--- src/rtl/instr_sequencer.sv ---
// -----------------------------------------------------------------------------
// instr_sequencer
//
// Program sequencer for the 2-bit processor core. A host loads a small program
// of 2-bit instructions, then requests a run. Each instruction is stepped in
// two cycles: ISSUE drives the instruction and pulses the core clock enable,
// and WAIT samples the core state that results. A run ends after len steps,
// on an abort, or early when the core state matches halt_state (if enabled).
//
// Ports
//   clk          system clock, rising edge (shared with the core)
//   reset        asynchronous active-low reset (same net resets the core)
//   wr_en        program write strobe, honoured only in IDLE
//   wr_addr      program slot to write
//   wr_data      instruction {i1,i0} to store
//   len          instructions to run; values above DEPTH clamp to DEPTH
//   start        run request, honoured only in IDLE
//   abort        stop the current run
//   halt_en      enable early stop on a core state match
//   halt_state   core state {c1,c0} that triggers the early stop
//   core_c       core state {c1,c0}
//   core_i       instruction {i1,i0} to the core (00 outside ISSUE)
//   core_clk_en  core clock enable, one-cycle pulses in ISSUE
//   busy         high in ISSUE and WAIT
//   done         one-cycle pulse at the end of a run
//   halted       set when a run ends on a halt match
//   steps        instructions completed in the current or last run
//   last_state   core_c captured after the most recent step
//   dbg_state    current FSM state (IDLE=0, ISSUE=1, WAIT=2, DONE=3)
//
// Handshake: start is a level sampled on the rising edge only while the FSM is
// in IDLE; every accepted start produces exactly one done pulse unless reset
// intervenes. There is no backpressure: start and wr_en seen outside IDLE are
// dropped, so the host must wait for done (or busy low) before reusing them.
// -----------------------------------------------------------------------------
module instr_sequencer #(
  parameter int PW = 3
) (
  input  logic          clk,
  input  logic          reset,
  input  logic          wr_en,
  input  logic [PW-1:0] wr_addr,
  input  logic [1:0]    wr_data,
  input  logic [PW:0]   len,
  input  logic          start,
  input  logic          abort,
  input  logic          halt_en,
  input  logic [1:0]    halt_state,
  input  logic [1:0]    core_c,
  output logic [1:0]    core_i,
  output logic          core_clk_en,
  output logic          busy,
  output logic          done,
  output logic          halted,
  output logic [PW:0]   steps,
  output logic [1:0]    last_state,
  output logic [1:0]    dbg_state
);

  localparam int          DEPTH   = 1 << PW;
  localparam logic [PW:0] DEPTH_L = (PW + 1)'(DEPTH);
  localparam logic [PW:0] ONE_S   = (PW + 1)'(1);
  localparam logic [PW-1:0] ONE_PC = PW'(1);

  typedef enum logic [1:0] {
    S_IDLE  = 2'd0,
    S_ISSUE = 2'd1,
    S_WAIT  = 2'd2,
    S_DONE  = 2'd3
  } state_t;

  state_t        state_q;
  logic [PW-1:0] pc_q;
  logic [PW:0]   len_q;
  logic [PW:0]   steps_q;
  logic [1:0]    last_q;
  logic          halted_q;
  logic [1:0]    mem_q [DEPTH];

  logic [PW:0]   len_eff;
  logic [PW:0]   steps_d;
  logic          halt_hit;

  // len is one bit wider than the program address so DEPTH itself is
  // expressible; anything larger would run past the end of the program.
  assign len_eff  = (len > DEPTH_L) ? DEPTH_L : len;
  assign steps_d  = steps_q + ONE_S;
  assign halt_hit = halt_en && (core_c == halt_state);

  always_ff @(posedge clk or negedge reset) begin
    if (!reset) begin
      state_q  <= S_IDLE;
      pc_q     <= '0;
      len_q    <= '0;
      steps_q  <= '0;
      last_q   <= 2'b00;
      halted_q <= 1'b0;
      for (int i = 0; i < DEPTH; i++) begin
        mem_q[i] <= 2'b00;
      end
    end else begin
      case (state_q)
        S_IDLE: begin
          if (wr_en) begin
            mem_q[wr_addr] <= wr_data;
          end
          if (start) begin
            // A zero-length run reports done without touching the
            // results of the previous run.
            if (len_eff == '0) begin
              state_q <= S_DONE;
            end else begin
              pc_q     <= '0;
              steps_q  <= '0;
              halted_q <= 1'b0;
              len_q    <= len_eff;
              state_q  <= S_ISSUE;
            end
          end
        end
        S_ISSUE: begin
          // An aborted issue never pulsed the core, so no step is counted.
          state_q <= abort ? S_DONE : S_WAIT;
        end
        S_WAIT: begin
          last_q  <= core_c;
          steps_q <= steps_d;
          pc_q    <= pc_q + ONE_PC;
          // Halt is checked first so a match on the final step still
          // reports halted.
          if (halt_hit) begin
            halted_q <= 1'b1;
            state_q  <= S_DONE;
          end else if ((steps_d == len_q) || abort) begin
            state_q <= S_DONE;
          end else begin
            state_q <= S_ISSUE;
          end
        end
        S_DONE: begin
          state_q <= S_IDLE;
        end
        default: begin
          state_q <= S_IDLE;
        end
      endcase
    end
  end

  // Outputs decode the registered state. core_clk_en is combinational with
  // abort so an abort in ISSUE suppresses that cycle's pulse, and it is
  // gated by reset so a mid-run reset removes the pulse immediately.
  assign core_i      = (state_q == S_ISSUE) ? mem_q[pc_q] : 2'b00;
  assign core_clk_en = (state_q == S_ISSUE) && !abort && reset;
  assign busy        = (state_q == S_ISSUE) || (state_q == S_WAIT);
  assign done        = (state_q == S_DONE);
  assign halted      = halted_q;
  assign steps       = steps_q;
  assign last_state  = last_q;
  assign dbg_state   = state_q;

endmodule
--- config.mk ---
export PLATFORM = sky130hd
export DESIGN_NAME = instr_sequencer
export DESIGN_NICKNAME = d
export VERILOG_FILES = /design/src/rtl/instr_sequencer.sv
export SDC_FILE = /design/constraint.sdc
export NUM_CORES = 1
export LEC_CHECK = 0
export ABC_CLOCK_PERIOD_IN_PS = 2300
export CORE_MARGIN = 2
export CORE_UTILIZATION = 48
export DETAILED_ROUTE_END_ITERATION = 8
export PLACE_DENSITY = 0.8
export SLEW_MARGIN = 0
export SYNTH_ARGS = -nofsm -noshare
export SYNTH_HDL_FRONTEND = slang
export SYNTH_SLANG_ARGS = --single-unit
--- constraint.sdc ---
create_clock -name clk -period 2.3 [get_ports clk]
set_input_delay 0.23 -clock clk [delete_from_list [all_inputs] [get_ports clk]]
set_output_delay 0.23 -clock clk [all_outputs]
set_load 0.1 [all_outputs]
* Word level (Yosys, flattened, before mapping)
Index checks and enable logic that the tools add are counted.
** Storage, ports and cells
- Register bits :: 32
- Input bits :: 19
- Word-level logic and storage cells :: 69
** Operators by class
- $add $sub $neg :: 2
- $lt $le $gt $ge :: 4
- Eq/ne operators :: 8
- Mux-type cells :: 24
- Bitwise gates (word level) :: 3
- Reductions and logical operators :: 14
** Operator list (number)
- $bwmux 16 :: 1
- $mux 2 :: 8
- $mux 4 :: 3
- $ge 4x4->1 const B :: 2
- $not 3->4 :: 2
- $pmux 2 s4 :: 1
- $pmux 4 s2 :: 1
- $bmux 2 s3 :: 1
- $demux 2 s3 :: 1
- $mux 3 :: 2
- $ne 2x2->1 const B :: 3
- $pmux 3 s2 :: 1
- $reduce_and 3->1 :: 2
- $add 4x1->4 const B :: 1
- $eq 2x2->1 const B :: 2
- $eq 4x4->1 :: 1
- $gt 4x4->1 const B :: 1
- $logic_and 1x1->1 :: 4
- $logic_not 4->1 :: 1
- $lt 4x1->1 const B :: 1
- $mux 1 :: 4
- $reduce_and 4->1 :: 1
- $add 3x1->3 const B :: 1
- $eq 2x1->1 const B :: 1
- other kinds (8) :: 9

* Depth between registers and ports, before layout
- Word-level depth :: 6
- Depth in mapped cells :: 7

* Least setup slack after synthesis
Ideal clock, no wire load.
- Path kind :: register to output
- Start :: register state_q[0] (netlist: dbg_state[0])
- End :: output core_i[0]
- Arrival time :: 3.512 ns
- Slack :: -1.442 ns
- Cell stages (with the launch flop) :: 3
- Path buffers :: 0
- Cells stage by stage :: dfrtp_1 > ha_1 > a21boi_0
** On the way
- Word-level cells in the longest chain between the ends :: 2
** Ends and longest elaborated chain
- from (decl) :: RTL line 72 : state_t state_q;
- from (signal assigned) :: RTL line 123 : state_q <= abort ? S_DONE : S_WAIT;
- $eq 2x1->1 :: RTL line 153 : assign core_i = (state_q == S_ISSUE) ? mem_q[pc_q] : 2'b00;
- $mux 2 :: RTL line 153
- to (decl) :: RTL line 50 : output logic [1:0] core_i,
Every way passes these cells.

* Worst setup path in the final report
- Start :: register pc_q[0]
- End :: output core_i[0]
** On the way
- Word-level cells in the longest chain between the ends :: 5
** Ends and longest elaborated chain
- from (decl) :: RTL line 73 : logic [PW-1:0] pc_q;
- from (signal assigned) :: RTL line 128 : pc_q <= pc_q + ONE_PC;
- $not 3->4 (implied by the code) :: RTL line 153
- $bmux 2 s3 :: RTL line 153
- $mux 2 (implied by the code) (2 in series) :: RTL line 153
- $mux 2 :: RTL line 153
Every way passes these cells. The select of a mux whose other input is x is not followed.

==> results.cfg <==
[power_and_ir_drop]
irDropWorstVdd_v = 0.000712
powerDensity_nw_per_um2 = 1540
power.leakage_nw = 0.981

[layout]
drive_above_1_share_pct = 28.6
syn2layout_area_growth_pct = 27.2
antennaDiodeCount = 0
final_util_pct = 62.8
nNetsFinal = 216
fill_cells = 291

[route]
viasPerCell = 5.53
drt_iter0_markers = 74
via_count = 1326
ant_nets = 0
wl_mm = 3.82
remaining_drc_errors = 0
drt_pass1_iterations = 4
wl_per_cell_um = 15.9

[clock_tree]
cts_max_path_buffers = 2
clk_pin_slew_ns = 0.06
post_cts_resize_count = 0
ctsHtreeMaxLevel = 2
cts_made_buffers = 5
cts_setup_buffers = 0
cts_tree = yes
cts_root_buf = clkbuf_8
cts.sinks = 32
postCtsHoldBufs = 0
insertion_delay_ns = 0.28

[synthesis]
synth-edff-count = 0
async_flop_share_pct = 100
synthCells = 155
ys.flop_type = dfrtp_1
syn_nets = 180
yosysMostFrequentCell = dfrtp_1
synth_area_um2 = 1780
yosys_warnings = 0
yosys-top-cells-area = dfrtp_1 (45%), mux2_2 (12%), mux4_2 (5.1%)
synth_area_leader_cell = dfrtp_1
ys_types = 36
yosysSeqAreaShare_pct = 45.0
avgSynthCellArea_um2 = 11.5
synth.top_cell.area_share_pct = 45.0
yosys-top-cells-count = dfrtp_1 (32), mux2_2 (19), nand2_1 (12), nor2_1 (10)
ys_ff_latch = 32

[timing]
period_needed_ns = 2.00
setup_viol = 0
setup_tns_ns = 0
period_share_pct = 87.1
slew_viol_final = 0
worst-slew-pin-transition_ns = 0.513
hold_viol = 0
rsz0062_at_grt = false
slew_headroom_pct = 65.8
clock_skew_ns = 0.00503
max_freq_mhz = 499

[place]
io_buffers = 32
dp.final_hpwl_mm = 2.86
gp_congestion = 0.744

[global_routing]
grt_usage_pct = 20.2
grt_pass1_wl_mm = 6.35
grt-ovfl-total = 0
first_global_vias = 1353
grt_max_degree = 33
antenna_found_initial = 0

[worst_setup_path]
r2r_cells = 5
start_kind = flip-flop
arrival_ns = 1.77
critPathMaxFanout = 8
path_class = flip-flop to primary output
r2r_end = mem_q[12]
r2r_setup_slack_ns = 0.33
critPathSlowestCell = dfrtp_1
r2r_start = dbg_state[1]
crit_required_ns = 2.07
crit_start = pc_q[0]
slowest_delay_ns = 0.59
end_kind = primary output
crit_path_cell_trace = mux4_2, nand2_1, a21boi_2, buf_12
critical_path.endpoint = core_i[0]

[job]
maxCapViolCount = 0

[floorplanning]
fp.dieW_um = 64.9
die_y_um = 64.9
initial_utilization_pct = 49.3
num_io_pins = 33
die_area_um2 = 4210
core_area_um2 = 3610
rows = 22

[run_status]
status = finished clean

[hold_path]
min_path_type = input pin to async pin
## placed cells by master (no fill, tap or decap), drive strengths merged, types with 5 or more instances in the layout
cell,n
dfrtp,32
nor2,10
a21oi,5
nand2b,5
clkdlybuf4s50,18
mux2,19
o21ai,5
buf,18
ha,6
inv,5
xor2,6
nand2,13
clkbuf,8
## flip-flops by register name (all words and copies together) (netlist names)
| name | count |
|---|---|
| steps | 4 |
| mem_q | 16 |
| pc_q | 3 |
| dbg_state | 2 |
| last_state | 2 |
| halted | 1 |
| len_q | 4 |
## metal layers
metal,up-vias,share of wire (%),track usage (%)
met1,652,40,21.8
met2,32,53,37.8
met4,0,2.0,6.91
met5,-,0,0
met3,11,4.7,5.21
li1,631,-,-
## report_power, final
group          internal [mW]  switching, mW  total [mW]
Sequential             0.802          0.214        1.02
Combinational          0.719           1.30        2.02
Clock                  0.244          0.194       0.437
## cell type report
type / count / area, um2 / share of cell area, %
clock buffers: 8 / 90.1 / 3.98
inverters: 5 / 18.8 / 0.829
multi-input cells: 111 / 941 / 41.6
flip-flops and latches: 32 / 801 / 35.4
well taps: 48 / 60.1 / 2.65
repair buffers: 36 / 353 / 15.6
## critical path, delay by kind of cell (launching register included)
kind                   cells  cell delay, ns
AOI/OAI and AO/OA          1            0.08
buffers and inverters      1            0.17
DFF                        1            0.59
muxes                      1            0.56
and+or+nand+nor            1            0.10
## worst min-delay path by stage
stage                         endpoint  slack, ns  cells past startpoint
final                         len_q[3]       0.43                      2
after global routing          steps[0]       0.45                      2
after CTS                     steps[1]       0.44                      2
after detailed placement     mem_q[13]       0.49                      1
after global placement       mem_q[13]       0.49                      1
after floorplan           dbg_state[0]      -0.07                      0
## cell families after synthesis
kind of cell	count (synthesis)	share of synthesized area, %
simple gates	43	11.7
flops	32	45.0
compound gates	26	12.4
mux	26	18.8
buf+inv	12	2.95
xor+xnor	10	4.92
fa+ha+maj	6	4.22
## metrics by stage
step | hold slack (ns) | area, um2 | worst slack, ns | instances | power (mW)
floorplan | -0.0656 | 1790 | -0.114 | 155 | 2.56
global placement | 0.486 | 2170 | 0.418 | 232 | 2.99
detailed placement | 0.494 | 2170 | 0.327 | 232 | 3.06
CTS | 0.438 | 2260 | 0.257 | 240 | 3.51
global route | 0.455 | 2260 | 0.191 | 240 | 3.67
finish | 0.429 | 2260 | 0.296 | 240 | 3.48
(Power assumes the default switching activity.)
